File: config.mk
export PLATFORM = sky130hd
export DESIGN_NAME = gecko_writeback_arbiter
export DESIGN_NICKNAME = d
export VERILOG_FILES = /design/src/rtl/gecko_writeback_arbiter.sv
export SDC_FILE = /design/constraint.sdc
export NUM_CORES = 1
export LEC_CHECK = 0
export CORE_MARGIN = 1.5
export CORE_UTILIZATION = 45
export DETAILED_ROUTE_END_ITERATION = 8
export PLACE_DENSITY = 0.74
export SETUP_SLACK_MARGIN = 0.2
export SLEW_MARGIN = 20
export SYNTH_ARGS = -nofsm -noshare
export SYNTH_HDL_FRONTEND = slang
export SYNTH_SLANG_ARGS = --single-unit
File: constraint.sdc
create_clock -name clk -period 8.9 [get_ports clk]
set_clock_uncertainty 0.1 [all_clocks]
set_input_delay 1.335 -clock clk [delete_from_list [all_inputs] [get_ports clk]]
set_output_delay 1.335 -clock clk [all_outputs]
set_load 0.01 [all_outputs]
File: src/rtl/gecko_writeback_arbiter.sv
// rtl/gecko_writeback_arbiter.sv - register-ordered writeback arbiter
//
// Purpose: merges NUM_CHANNELS result streams into one registered writeback
// stream. A per-register status table holds the tag expected next for each
// architectural register. Only results whose tag matches may be granted, so
// writes to the same register retire in tag order across channels.
// Eligible channels are served round-robin.
//
// Optional feature: when GECKO_WRITEBACK_X0_FILTER_EN is defined, results for
// register 0 are consumed and update the table, but are not forwarded.
//
// Ports:
//   clk, rst         clock, asynchronous active-high reset
//   in_valid/ready   per-channel result handshake
//   in_addr          per-channel destination register (log2(REG_COUNT) each)
//   in_status        per-channel ordering tag (STATUS_WIDTH each)
//   in_data          per-channel result value (DATA_WIDTH each)
//   out_valid/ready  writeback stream handshake
//   out_addr/status/data  registered writeback payload
module gecko_writeback_arbiter #(
  parameter int NUM_CHANNELS = 3,
  parameter int REG_COUNT    = 32,
  parameter int STATUS_WIDTH = 2,
  parameter int DATA_WIDTH   = 32
) (
  input  logic                                       clk,
  input  logic                                       rst,
  input  logic [NUM_CHANNELS-1:0]                    in_valid,
  output logic [NUM_CHANNELS-1:0]                    in_ready,
  input  logic [NUM_CHANNELS*$clog2(REG_COUNT)-1:0]  in_addr,
  input  logic [NUM_CHANNELS*STATUS_WIDTH-1:0]       in_status,
  input  logic [NUM_CHANNELS*DATA_WIDTH-1:0]         in_data,
  output logic                                       out_valid,
  input  logic                                       out_ready,
  output logic [$clog2(REG_COUNT)-1:0]               out_addr,
  output logic [STATUS_WIDTH-1:0]                    out_status,
  output logic [DATA_WIDTH-1:0]                      out_data
);

  localparam int AW = $clog2(REG_COUNT);
  localparam int SW = STATUS_WIDTH;
  localparam int DW = DATA_WIDTH;
  localparam int PW = (NUM_CHANNELS > 1) ? $clog2(NUM_CHANNELS) : 1;

  // The tag space must be able to distinguish every channel's in-flight write.
  generate
    if ((2 ** STATUS_WIDTH) < NUM_CHANNELS) begin : g_bad_status_width
      $error("STATUS_WIDTH too small for NUM_CHANNELS");
    end
  endgenerate

  typedef enum logic {S_INIT, S_RUN} state_t;

  state_t                  state_q, state_d;
  logic [AW-1:0]           cnt_q;
  logic [PW-1:0]           ptr_q;
  logic [SW-1:0]           status_tbl [REG_COUNT];

  logic [NUM_CHANNELS-1:0] eligible;
  logic                    grant_any;
  logic [PW-1:0]           grant_idx;
  logic                    advance;
  logic                    grant;
  logic                    fwd;
  logic [AW-1:0]           g_addr;
  logic [SW-1:0]           g_status;
  logic [DW-1:0]           g_data;

  // State register
  always_ff @(posedge clk or posedge rst) begin
    if (rst) begin
      state_q <= S_INIT;
    end else begin
      state_q <= state_d;
    end
  end

  // Next-state: leave INIT once the last table entry has been cleared
  always_comb begin
    state_d = state_q;
    if (state_q == S_INIT && cnt_q == AW'(REG_COUNT - 1)) begin
      state_d = S_RUN;
    end
  end

  // Eligibility: result tag must equal the tag the register expects next
  always_comb begin
    eligible = '0;
    for (int i = 0; i < NUM_CHANNELS; i++) begin
      eligible[i] = in_valid[i] &&
                    (status_tbl[in_addr[i*AW +: AW]] == in_status[i*SW +: SW]);
    end
  end

  // Round-robin pick: scan from the farthest offset down so the channel
  // closest to the pointer is the one left standing.
  always_comb begin
    logic [PW-1:0] idx;
    grant_any = 1'b0;
    grant_idx = '0;
    for (int off = NUM_CHANNELS - 1; off >= 0; off--) begin
      idx = PW'((int'(ptr_q) + off) % NUM_CHANNELS);
      if (eligible[idx]) begin
        grant_any = 1'b1;
        grant_idx = idx;
      end
    end
  end

  // Outputs of the FSM: grant only in RUN when the output register can move
  always_comb begin
    advance  = !out_valid || out_ready;
    grant    = (state_q == S_RUN) && advance && grant_any;
    in_ready = '0;
    if (grant) begin
      in_ready[grant_idx] = 1'b1;
    end
  end

  assign g_addr   = in_addr[grant_idx*AW +: AW];
  assign g_status = in_status[grant_idx*SW +: SW];
  assign g_data   = in_data[grant_idx*DW +: DW];

`ifdef GECKO_WRITEBACK_X0_FILTER_EN
  assign fwd = grant && (g_addr != '0);
`else
  assign fwd = grant;
`endif

  // Control state with asynchronous reset
  always_ff @(posedge clk or posedge rst) begin
    if (rst) begin
      cnt_q     <= '0;
      ptr_q     <= '0;
      out_valid <= 1'b0;
    end else begin
      if (state_q == S_INIT) begin
        cnt_q <= cnt_q + AW'(1);
      end
      if (grant) begin
        ptr_q <= (grant_idx == PW'(NUM_CHANNELS - 1)) ? '0 : grant_idx + PW'(1);
      end
      if (advance) begin
        out_valid <= fwd;
      end
    end
  end

  // Payload registers are data-only and carry no reset
  always_ff @(posedge clk) begin
    if (grant) begin
      out_addr   <= g_addr;
      out_status <= g_status;
      out_data   <= g_data;
    end
  end

  // Status table: cleared one entry per cycle in INIT, bumped on each grant
  always_ff @(posedge clk) begin
    if (state_q == S_INIT) begin
      status_tbl[cnt_q] <= '0;
    end else if (grant) begin
      status_tbl[g_addr] <= g_status + SW'(1);
    end
  end

endmodule

-- Word-level counts from Yosys, hierarchy flattened
Memories as Yosys holds them, arrays and structs flattened.
Index checks and enable logic that the tools add are counted.
- reductions and logical operators: 10
- bitwise logic cells: 1
- order comparisons: 5
- add/subtract/negate cells: 5
- div/mod/pow operators: 3
- $mul: 1
- shift-type cells: 3
- muxes and demuxes: 23
- eq/ne operators: 5
- operator list (cell ; count):
    $shiftx A96 B8 Y32 ; 1
    $mod A32 B3 Y32 const B ; 2
    $mod A3 B3 Y32 const B ; 1
    $shiftx A15 B6 Y5 ; 1
    $lt A2 B3 Y1 const B ; 4
    $mux W1 ; 12
    $mux W2 ; 5
    $logic_and A1 B1 Y1 ; 7
    $bmux W1 S2 ; 3
    $eq A2 B2 Y1 ; 3
    $shiftx A6 B4 Y2 ; 1
    $add A5 B1 Y5 const B ; 1
    $eq A5 B5 Y1 const B ; 1
    $mul A2 B3 Y5 const B ; 1
    $mux W5 ; 1
    $add A2 B1 Y2 const B ; 2
    $add A2 B1 Y3 const B ; 1
    $add A2 B2 Y3 const B ; 1
    $mux W3 ; 1
    $demux W1 S2 ; 1
    $eq A2 B2 Y1 const B ; 1
    $ge A2 B1 Y1 const B ; 1
    $reduce_or A2 Y1 ; 1
    $logic_not A1 Y1 ; 1
    2 further kinds ; 2
- output and inout port bits: 43
- bits in writable memories: 64
- bits in registers: 48
- logic and storage cells: 64
- bits in read-only memories: 0
- bits in latches: 0
- input bits: 123
- memories kept: 1
- memory list (memory ; words ; bits a word ; rd ports ; clocked after memory_dff ; wr ports ; line ; text):
    status_tbl ; 32 ; 2 ; 3 ; 0 ; 1 ; 57 ; logic [SW-1:0] status_tbl [REG_COUNT];

-- Longest topological paths before layout
An unclocked memory read counts as a cell.
- depth after elaboration: 14
- depth in mapped cells: 17
- mapped depth without buffers: 12

-- Worst setup path after synthesis
Ideal clock, no wire load.
- path kind: in2reg
- start: input in_addr[12]
- end: memory status_tbl[19][0] in the netlist's numbering, enable pin
- slack: 2.845 ns
- setup time: 0.317 ns
- stages: 12
- data required time: 8.483 ns
- buffers on the path: 3
- arrival: 5.638 ns
- path through: clkbuf_1 clkbuf_1 mux4_2 mux4_2 mux2i_1 xor2_1 a311o_1 nand4_1 inv_1 clkbuf_1 a41oi_1 nor2_1
- cells in the longest elaborated chain, start to end: 14
- elaborated cells on any way between the ends: 24
- those cells by class: 1 x mul; 1 x eq/ne; 1 x shift; 17 x mux; 3 x reduce/logical; 1 x memory
- RTL lines (item ; line ; text):
    start: declaration ; 30 ; input logic [NUM_CHANNELS*$clog2(REG_COUNT)-1:0] in_addr,
    $mem_v2 Z32 W2 * ; n/a ;
    $eq A2 B2 Y1 * ; 91 ; (status_tbl[in_addr[i*AW +: AW]] == in_status[i*SW +: SW]);
    $logic_and A1 B1 Y1 * ; 90 ; eligible[i] = in_valid[i] &&
    $bmux W1 S2 ; 103 ; if (eligible[idx]) begin
    $mux W1 (implied by the code) ; 103 ;
    $mux W1 (2 in series) ; 103 ;
    $mux W1 * ; 103 ;
    $logic_and A1 B1 Y1 * ; 113 ; grant = (state_q == S_RUN) && advance && grant_any;
    net fwd ; 64 ; logic fwd;
    $mux W1 * ; 162 ; end else if (grant) begin
    $mux W1 * ; 160 ; if (state_q == S_INIT) begin
    $mux W1 (implied by the code) * ; 163 ; status_tbl[g_addr] <= g_status + SW'(1);
    $reduce_or A2 Y1 (no source line) ; n/a ;
    $mux W5 (no source line) / $mux W1 (equally long branches) ; n/a ;
    end: declaration ; 57 ;
The timed path passes the listed nets; every way through them passes the cells marked *. The select of a mux whose other input is x is not followed.

-- Worst setup path in the final report
- start: input in_addr[10]
- end: output in_ready[0]
- cells in the longest elaborated chain, start to end: 13
- elaborated cells on any way between the ends: 22
- those cells by class: 2 x order compare; 1 x eq/ne; 15 x mux; 3 x reduce/logical; 1 x memory
- RTL lines (item ; line ; text):
    $mem_v2 Z32 W2 * ; n/a ;
    $eq A2 B2 Y1 * ; 91 ;
    $logic_and A1 B1 Y1 * ; 90 ;
    $bmux W1 S2 ; 103 ;
    $mux W1 (implied by the code) ; 103 ;
    $mux W2 (3 in series) ; 103 ;
    $lt A2 B3 Y1 (implied by the code) / $ge A2 B1 Y1 (equally long branches) ; 116 ; in_ready[grant_idx] = 1'b1;
    $logic_and A1 B1 Y1 (implied by the code) ; 116 ;
    $mux W1 (implied by the code) ; 116 ;
    $demux W1 S2 ; 116 ;
    $mux W3 * ; 115 ; if (grant) begin
    end: declaration ; 29 ; output logic [NUM_CHANNELS-1:0] in_ready,
Mark *: on every way between the ends. The rest lies on a longest branch, timed or not. The select of a mux whose other input is x is not followed.

==> results_dict.tcl <==
set metrics [dict create \
    internal_power_mw 1.17 \
    die_area_um2 15500 \
    drtIter0Drc 715 \
    pwr-share-seq_pct 41.6 \
    worstPathRequired_ps 7470 \
    cts_tree "done" \
    cts_made_buffers 9 \
    p_sw_uw 552 \
    core_um2 14500 \
    grt_setup_unrepaired "false" \
    grt_max_degree 42 \
    worstHoldPathType "flop to flop" \
    gp_congestion 0.930 \
    ctsResizeCount 0 \
    ys.flop_type "edfxtp_1" \
    fmax_ghz 0.136 \
    crit_family "buffers and inverters" \
    power_density_nw_per_um2 199 \
    cts_setup_buffers 0 \
    synth.ff_latch_count 112 \
    critPathLaunchType "input port" \
    reg2reg_slack_ps 3980 \
    slowest_stage "clkdlybuf4s50_1" \
    worst_pin_slew_ps 892 \
    synthCells 555 \
    cts-htree-levels 3 \
    portBuffers 165 \
    syn_nets 682 \
    endpoint_kind "output port" \
    most-common-layout-cells "clkdlybuf4s50_1 (165), edfxtp_1 (103), nand2_1 (82)" \
    clockBufferDepth 2 \
    grt_pass1_wl_um 31600 \
    timing.final.crit_share_pct 82.4 \
    utilization_pct 59.9 \
    clockPowerShare_pct 23.7 \
    arrival_ps 5900 \
    sw_frac_of_total_pct 32.0 \
    setup-violations-final 0 \
    peakVddDrop_mv 0.160 \
    fin_tns_setup_ps 0 \
    area_growth_syn_to_layout_pct 30.9 \
    synth_cell_types 58 \
    yosys_warnings 0 \
    io_pins 166 \
    slowest_delay_ps 1060 \
    diodes 0 \
    ant_nets 0 \
    drc_errors 0 \
    drv_slew 0 \
    clock_latency_ps 360 \
    hold_depth 1 \
    synth_edf_count 103 \
    hpwl_um 15200 \
    drive_above_1_share_pct 9.53 \
    mostFrequentLayoutCell "clkdlybuf4s50_1" \
    path_cells "clkdlybuf4s50_1 -> mux4_2 -> mux4_2 -> mux2i_1 -> xor2_1 -> a311o_1 -> nand4_1 -> nor3_1 -> clkdlybuf4s50_1" \
    rows 44 \
    synth_area_um2 6630 \
    first_pass_iters 5 \
    seq_area_frac_synth_pct 50.1 \
    final_hold_viol_count 0 \
    crit_cells 9 \
    grt_antenna_before_repair 0 \
    start_util_pct 45.8 \
    die_h_um 124 \
    clk_pin_slew_ps 70 \
    detail_route.vias_per_cell 6.20 \
    layout_min_cycle_time_ps 7340 \
    wirelength_um 20400 \
    slew_headroom_pct 40.4 \
    multiInputGateArea_um2 3070 \
    p_leak_nw 3.17 \
    status "complete, no violations" \
    wl_per_cell_um 23.0 \
    cp_num_buf_inv 2 \
    gr-usage-all-layers_pct 26.7 \
    fin_nets 825 \
    criticalPathCategory "input port to output port" \
    avgSynthCellArea_um2 11.9 \
    drv_cap 0 \
    cts_root_buf "clkbuf_16" \
    seq_area_um2 3320 \
    grt_overflow 0 \
    fillers 1138 \
    vias 5497 \
    die_w_um 124 \
    grt_pass1_vias 5433 \
    holdBufCountCts 0 \
    r2r_cells 9 \
    clock-sinks 112 \
    worstPathMaxFanout 14 \
    combPwrFrac_pct 34.7 \
    async_reset_ff_share_pct 8.04 \
]
-- synthesized netlist by cell type, drive strengths merged, types with 5 or more instances --
cell	count	area [µm²]
nand3	22	110
inv	19	71.3
xnor2	5	43.8
nor2	36	135
a211oi	5	37.5
dfrtp	9	225
nor2b	15	93.8
a21oi	6	33.8
nand2	82	308
a41oi	7	68.8
buf	17	100
clkbuf	21	78.8
mux4	30	676
nand2b	6	37.5
mux2	5	56.3
edfxtp	103	3090
a22oi	44	330
nand4	12	75.1
mux2i	45	450
and2	5	31.3
o311a	5	62.6
-- path summary, 6_finish.rpt --
check                                  start               end
max                              in_addr[10]       in_ready[0]
min                                 ptr_q[1]          ptr_q[1]
max reg2reg                status_tbl[31][0]  status_tbl[0][1]
min reg2reg                         ptr_q[1]          ptr_q[1]
max in group asynchronous                rst          cnt_q[2]
min in group asynchronous                rst          cnt_q[1]
-- per-stage QoR --
step / std cells / setup slack (ps) / instance area (µm²) / hold slack, ps / total power, mW
6_report: 887 / 1560 / 8680 / 419 / 1.73
3_5_place_dp: 871 / 1550 / 8380 / 402 / 1.33
3_3_place_gp: 871 / 1740 / 8370 / 400 / 1.31
2_1_floorplan: 555 / 2850 / 6630 / 376 / 1.06
5_1_grt: 887 / 1270 / 8680 / 440 / 1.81
4_1_cts: 887 / 1560 / 8670 / 419 / 1.73
-- per-layer routing --
metal	vias up	global-route usage, %	routed length, µm
met4	0	10.6	547
met2	332	41.1	9450
met3	44	7.56	1950
li1	2435	-	-
met1	2686	36.0	8420
met5	-	0	0
-- final cells by class --
class                   instances  area share, %
multi-input cells             386           35.4
repair buffers                170           19.5
clock inverters                 1          0.101
flip-flops and latches        112           38.2
well taps                     184           2.65
inverters                      19          0.822
clock buffers                  15           3.35
-- state kept, by name (all words and copies together), names as in the netlist --
register	cells
out_valid	1
out_data	32
ptr_q	2
out_status	2
state_q	1
out_addr	5
status_tbl	64
cnt_q	5
-- power by group through the flow --
stage	sequential (mW)	combinational (mW)	clock (mW)
finish	0.717	0.599	0.409
global route	0.724	0.647	0.435
CTS	0.718	0.598	0.415
detailed placement	0.730	0.596	0
global placement	0.727	0.583	0
floorplan	0.758	0.307	0
-- kinds of logic (layout without fill, tap and decap cells) --
logic type                 count (synthesis)  count (layout)  synth area share [%]
DFF                                      112             112                  50.1
xor gates and xnor gates                   7               7                 0.925
buffers and inverters                     57             205                  3.78
adders and majority gates                  5               5                 0.906
AOI/OAI and AO/OA                         91              91                  11.8
muxes                                     80              80                  17.8
and+or+nand+nor                          203             203                  14.7
(Power assumes the default switching activity.)
